### config.mk
export PLATFORM = sky130hd
export DESIGN_NAME = time_tag_decoder
export DESIGN_NICKNAME = d
export VERILOG_FILES = /design/src/rtl/tt_pkg.sv /design/src/rtl/tt_word_classify.sv /design/src/rtl/time_tag_decoder.sv
export SDC_FILE = /design/constraint.sdc
export NUM_CORES = 2
export LEC_CHECK = 0
export CAP_MARGIN = 10
export CORE_UTILIZATION = 30
export DETAILED_ROUTE_END_ITERATION = 7
export PLACE_DENSITY = 0.47
export SLEW_MARGIN = 5
export SYNTH_ARGS = -nofsm -noshare
export SYNTH_HDL_FRONTEND = slang
export SYNTH_SLANG_ARGS = --single-unit
### constraint.sdc
create_clock -name clk -period 5.1 [get_ports clk]
set_input_delay 1.02 -clock clk [delete_from_list [all_inputs] [get_ports clk]]
set_output_delay 1.02 -clock clk [all_outputs]
set_load 0.02 [all_outputs]
### src/rtl/tt_pkg.sv
// Shared definitions for the frontend time-tag source and the backend decoder:
// word field positions, framing pattern and word classification.
package tt_pkg;

  localparam int WORD_W     = 128;
  localparam int PERIOD_W   = 48;
  localparam int N_MOD      = 16;
  localparam int MOD_ID_W   = 4;

  localparam int FRAME_HI   = 127;
  localparam int FRAME_LO   = 123;
  localparam int SINGLE_BIT = 122;
  localparam int ID_HI      = 121;
  localparam int ID_LO      = 118;
  localparam int BLK_HI     = 117;
  localparam int BLK_LO     = 116;
  localparam int CMD_BIT    = 115;
  localparam int RSV_HI     = 114;
  localparam int RSV_LO     = 48;

  localparam logic [4:0] FRAMING = 5'b11111;

  // Clock cycles between consecutive time tags emitted by a frontend module.
  localparam int CLK_PER_TT = 1024;

  typedef enum logic [1:0] {
    TT,
    FWD,
    BAD
  } word_type_e;

endpackage

### src/rtl/tt_word_classify.sv
// Combinational decode of an incoming link word into type, module id and period.
module tt_word_classify
  import tt_pkg::*;
(
  input  logic [FRAME_HI:ID_LO]   word_hi,
  input  logic                    cmd_flag,
  input  logic [RSV_HI:0]         word_lo,
  output word_type_e              word_type,
  output logic [MOD_ID_W-1:0]     mod_id,
  output logic [PERIOD_W-1:0]     period
);

  // The block id field sits between word_hi and cmd_flag; it plays no part in
  // classification, so the top does not route it here.
  always_comb begin
    word_type = BAD;
    mod_id    = word_hi[ID_HI:ID_LO];
    period    = word_lo[PERIOD_W-1:0];
    if (word_hi[FRAME_HI:FRAME_LO] == FRAMING) begin
      if (word_hi[SINGLE_BIT] || cmd_flag) begin
        word_type = FWD;
      end else if (word_lo[RSV_HI:RSV_LO] == '0) begin
        word_type = TT;
      end
    end
  end

endmodule

### src/rtl/time_tag_decoder.sv
// Backend time-tag decoder: consumes time tags to track a per-module period,
// forwards event/command words tagged with that period, counts link errors.
module time_tag_decoder
  import tt_pkg::*;
#(
  parameter int CNT_W = 16
) (
  input  logic                 clk,
  input  logic                 rst_n,
  input  logic                 s_valid,
  output logic                 s_ready,
  input  logic [WORD_W-1:0]    s_data,
  output logic                 m_valid,
  input  logic                 m_ready,
  output logic [WORD_W-1:0]    m_data,
  output logic [PERIOD_W-1:0]  m_period,
  output logic                 m_locked,
  output logic [N_MOD-1:0]     lock,
  output logic [CNT_W-1:0]     frame_err_cnt,
  output logic [CNT_W-1:0]     tt_gap_cnt,
  output logic [31:0]          tt_cnt
);

  word_type_e            word_type;
  logic [MOD_ID_W-1:0]   mod_id;
  logic [PERIOD_W-1:0]   period;
  logic                  accept;

  logic                  m_valid_q, m_valid_d;
  logic [WORD_W-1:0]     m_data_q, m_data_d;
  logic [PERIOD_W-1:0]   m_period_q, m_period_d;
  logic                  m_locked_q, m_locked_d;
  logic [N_MOD-1:0]      lock_q, lock_d;
  logic [PERIOD_W-1:0]   last_q [N_MOD];
  logic [PERIOD_W-1:0]   last_d [N_MOD];
  logic [CNT_W-1:0]      frame_err_q, frame_err_d;
  logic [CNT_W-1:0]      gap_q, gap_d;
  logic [31:0]           tt_cnt_q, tt_cnt_d;

  tt_word_classify u_classify (
    .word_hi   (s_data[FRAME_HI:ID_LO]),
    .cmd_flag  (s_data[CMD_BIT]),
    .word_lo   (s_data[RSV_HI:0]),
    .word_type (word_type),
    .mod_id    (mod_id),
    .period    (period)
  );

  assign s_ready = ~m_valid_q | m_ready;
  assign accept  = s_valid & s_ready;

  always_comb begin
    // NOTE: every _d gets its hold value first so no path through the case leaves a latch.
    m_valid_d   = m_valid_q & ~m_ready;
    m_data_d    = m_data_q;
    m_period_d  = m_period_q;
    m_locked_d  = m_locked_q;
    lock_d      = lock_q;
    last_d      = last_q;
    frame_err_d = frame_err_q;
    gap_d       = gap_q;
    tt_cnt_d    = tt_cnt_q;

    if (accept) begin
      unique case (word_type)
        BAD: begin
          if (frame_err_q != '1) frame_err_d = frame_err_q + CNT_W'(1);
        end
        TT: begin
          tt_cnt_d = tt_cnt_q + 32'd1;
          // Modulo-2^48 successor, so all-ones followed by zero is continuous.
          if (lock_q[mod_id] && (period != last_q[mod_id] + 48'd1) && (gap_q != '1)) begin
            gap_d = gap_q + CNT_W'(1);
          end
          last_d[mod_id] = period;
          lock_d[mod_id] = 1'b1;
        end
        FWD: begin
          m_valid_d  = 1'b1;
          m_data_d   = s_data;
          m_period_d = last_q[mod_id];
          m_locked_d = lock_q[mod_id];
        end
        default: ;
      endcase
    end
  end

  always_ff @(posedge clk or negedge rst_n) begin
    if (!rst_n) begin
      m_valid_q   <= 1'b0;
      m_data_q    <= '0;
      m_period_q  <= '0;
      m_locked_q  <= 1'b0;
      lock_q      <= '0;
      frame_err_q <= '0;
      gap_q       <= '0;
      tt_cnt_q    <= '0;
      // NOTE: the period table is reset (unlike a RAM) because an unlocked module must report period 0.
      for (int i = 0; i < N_MOD; i++) last_q[i] <= '0;
    end else begin
      m_valid_q   <= m_valid_d;
      m_data_q    <= m_data_d;
      m_period_q  <= m_period_d;
      m_locked_q  <= m_locked_d;
      lock_q      <= lock_d;
      frame_err_q <= frame_err_d;
      gap_q       <= gap_d;
      tt_cnt_q    <= tt_cnt_d;
      last_q      <= last_d;
    end
  end

  assign m_valid       = m_valid_q;
  assign m_data        = m_data_q;
  assign m_period      = m_period_q;
  assign m_locked      = m_locked_q;
  assign lock          = lock_q;
  assign frame_err_cnt = frame_err_q;
  assign tt_gap_cnt    = gap_q;
  assign tt_cnt        = tt_cnt_q;

endmodule

==> out/metrics.cfg <==
[die]
core-area_mm2=0.155
start_util_pct=30.3
fp.dieW_um=398
num_io_pins=391
placementRows=144
dieArea_mm2=0.158
die_height_um=398

[placement]
io_buffers=390
hpwl_um=98200
gp_congestion=0.826
place_ws_ns=-0.954
dp_cells=5666

[synthesis]
async_flop_share_pct=100
syn_nets=3291
ys_warn_count=0
ys_seq_elements=1026
synth.distinct_cells=75
synth_top_area_cell=dfrtp_1
ys_seq_area_share_pct=54.7
netlist_top_cells_area=dfrtp_1, mux2_2, mux4_2
synth_top_flop_cell=dfrtp_1
synth_edf_count=0
yosysTopAreaCellShare_pct=54.7
synth_cells=3155
netlist_area_mm2=0.0470
synth.avg_cell_area_um2=14.9

[min_path]
hp-class=input port to async pin

[pwr]
power_leakage_nw=28.5
p_per_area_mw_per_mm2=321
total_power_mw=19.2
vdd_drop_max_v=0.000258

[detailed_routing]
wl_um=149000
met3WireLength_um=6020
drc=0
drt_iter0_drc=1374
num_vias=29503
wl_met2_um=70200
dr.pass1.iters=6
wirelength_met1_um=70400
ant_nets=0
routed.top_layer=met5
vias_per_cell=5.01
post_drt_wl_per_cell_um=25.4

[clock_network]
cts_hold_buf=0
cts_made_buffers=119
cts_tree=yes
clkLatencyLatePin_ns=0.76
cts_htree_levels=3
cts_sinks=1026
ctsLongestPathBuffers=3
cts.clk_slew.worst_paths_ns=0.06
post_cts_buffers=0
root_buffer=clkbuf_16

[sta]
fmax_mhz=199
finalClockSkew_ns=0.0363
tightest_slew_ns=1.03
period_needed_ns=5.02
slew_viol_final=0
period_share_pct=98.3
hold_viol_final=0
fin_tns_setup_ns=0
worst_slack_ns=0.0847
maxSlewHeadroom_pct=31.2
finalSetupViolCount=0

[critical_path]
timing.rr.start=last_q[252]$_DFFE_PN0P_
path_common_cell=buf_4
reg2reg_slack_ns=0.43
critPathKind=input port to flip-flop
crit_chain=buf_4 -> buf_4 -> nor2b_4 -> buf_4 -> buf_12 -> buf_12 -> a22oi_1 -> nand2_1 -> nand4_1 -> nor4_1 -> buf_4 -> nand4_1 -> or4_1 -> a22o_1 -> a211o_1 -> or4_4 -> buf_4 -> nor3b_4 -> mux2_4
path_max_fanout=11
worst-path-stages=19
cpPeakStageDelay_ns=0.60
reg2reg_depth=13
crit_end=tt_gap_cnt[1]$_DFFE_PN0P_
crit_family=simple AND/OR/NAND/NOR gates
crit_start=s_data[121]
cp_data_arrival_time_ns=5.65
path_buf_inv=7
worstPathRequired_ns=5.73
end_kind=flip-flop
timing.rr.end=tt_gap_cnt[1]$_DFFE_PN0P_
setup.worst_path.start_class=input port
slowest_stage=or4_4

[global_route]
grt_max_degree=136
grt_util_all_layers_pct=19.0
grt_pass1_vias=30993
antenna_found_initial=6
grt_pass1_wl_um=222000
grt.overflow.total=0

[cells_and_area]
final_cells=5890
layout_common_cells=dfrtp_1, mux2_2, clkdlybuf4s50_1
finalNetCount=3879
final_common_cell=dfrtp_1
area_delta_synth_final_pct=27.0
drive_above_1_share_pct=45.0

[status]
run_status=complete, no violations

[run]
maxCapViolCount=0

-- report_power, final --
| part | switching [mW] | leakage (nW) | internal, mW |
|---|---|---|---|
| Combinational | 1.00 | 12.3 | 0.804 |
| Clock | 3.66 | 2.01 | 5.22 |
| Sequential | 0.126 | 14.2 | 8.35 |
| Total | 4.79 | 28.5 | 14.4 |
-- state kept, by name (all words and copies together), names as in the netlist --
register       cells
m_valid            1
tt_gap_cnt        16
m_locked           1
frame_err_cnt     16
last_q           768
lock              16
m_data           128
tt_cnt            32
m_period          48
-- area by class of cell --
cell class,instances,area [um2]
diodes,1,2.50
fillers,14664,95100
multi-input cells,1845,20000
inverters,11,41.3
flip-flops and latches,1026,25700
clock buffers,174,3450
clock inverters,49,621
well taps,2044,2560
repair buffers,740,7280
-- synth_stat cells (4+ instances only) --
cell type / count
dfrtp_1: 1026
inv_1: 11
xor2_1: 43
or4_1: 5
buf_1: 57
mux4_2: 175
and2_1: 9
ha_1: 4
nor4_1: 45
o21ai_0: 15
buf_2: 27
buf_6: 13
nor3_1: 20
buf_8: 4
mux2i_1: 14
nand3_1: 46
clkbuf_1: 152
or3_1: 5
nand2_2: 9
nand4_1: 24
and3_1: 26
nor2b_1: 6
mux4_1: 27
nor2_1: 46
xnor2_1: 73
nor3b_1: 4
and4_1: 7
a22oi_2: 4
a2111oi_0: 4
nand4_2: 4
a21oi_1: 11
o211ai_1: 5
a22oi_1: 64
buf_12: 10
buf_4: 10
nand2b_1: 22
mux2_2: 941
nand2_1: 133
-- how the worst min path moves through the flow --
stage                                          to  slack [ns]  depth (start not counted)
after floorplan           last_q[101]$_DFFE_PN0P_        0.47                          1
after global placement    m_data[124]$_DFFE_PN0P_        0.45                          1
after detailed placement  m_data[126]$_DFFE_PN0P_        0.46                          1
after CTS                   tt_cnt[0]$_DFFE_PN0P_        0.32                          1
after global routing       tt_cnt[19]$_DFFE_PN0P_        0.33                          1
final                      tt_cnt[21]$_DFFE_PN0P_        0.32                          1
-- cell families after synthesis --
logic type	after synthesis	share of synthesized area, %
buf+inv	284	3.07
mux	1160	32.9
flops	1026	54.7
fa+ha+maj	4	0.107
xor+xnor	117	2.20
simple gates	427	4.87
compound gates	137	2.18
-- worst register-to-register path, stage by stage, from the launching register on --
cell,delay (ns)
dfrtp_1,0.38
mux4_2,0.47
mux2_2,0.30
o221ai_2,0.31
xor2_1,0.16
a2111oi_1,0.43
mux2i_1,0.12
mux2_2,0.31
a2111oi_1,0.39
or4b_1,0.50
or4_4,0.57
buf_4,0.18
nor3b_4,0.15
mux2_4,0.30
-- metrics by stage --
stage	cell area, um2	hold slack [ns]	util [%]
after global routing	59700	0.325	38.6
after global placement	55600	0.451	35.9
after detailed placement	55600	0.457	35.9
after floorplan	47000	0.470	-
after CTS	59600	0.316	38.5
final	59700	0.325	38.6
-- what timing repair did --
item | CTS | global route
gates resized for setup | 2 | 7
pin swaps | 0 | 0
setup endpoints to repair | 16 | 16
-- layer usage --
| metal | GRT usage, % | up-vias |
|---|---|---|
| li1 | - | 12885 |
| met1 | 26.9 | 15834 |
| met2 | 30.5 | 602 |
| met3 | 3.08 | 180 |
| met4 | 3.90 | 2 |
| met5 | 0 | - |
No activity file was read; power rests on OpenSTA's default activity.
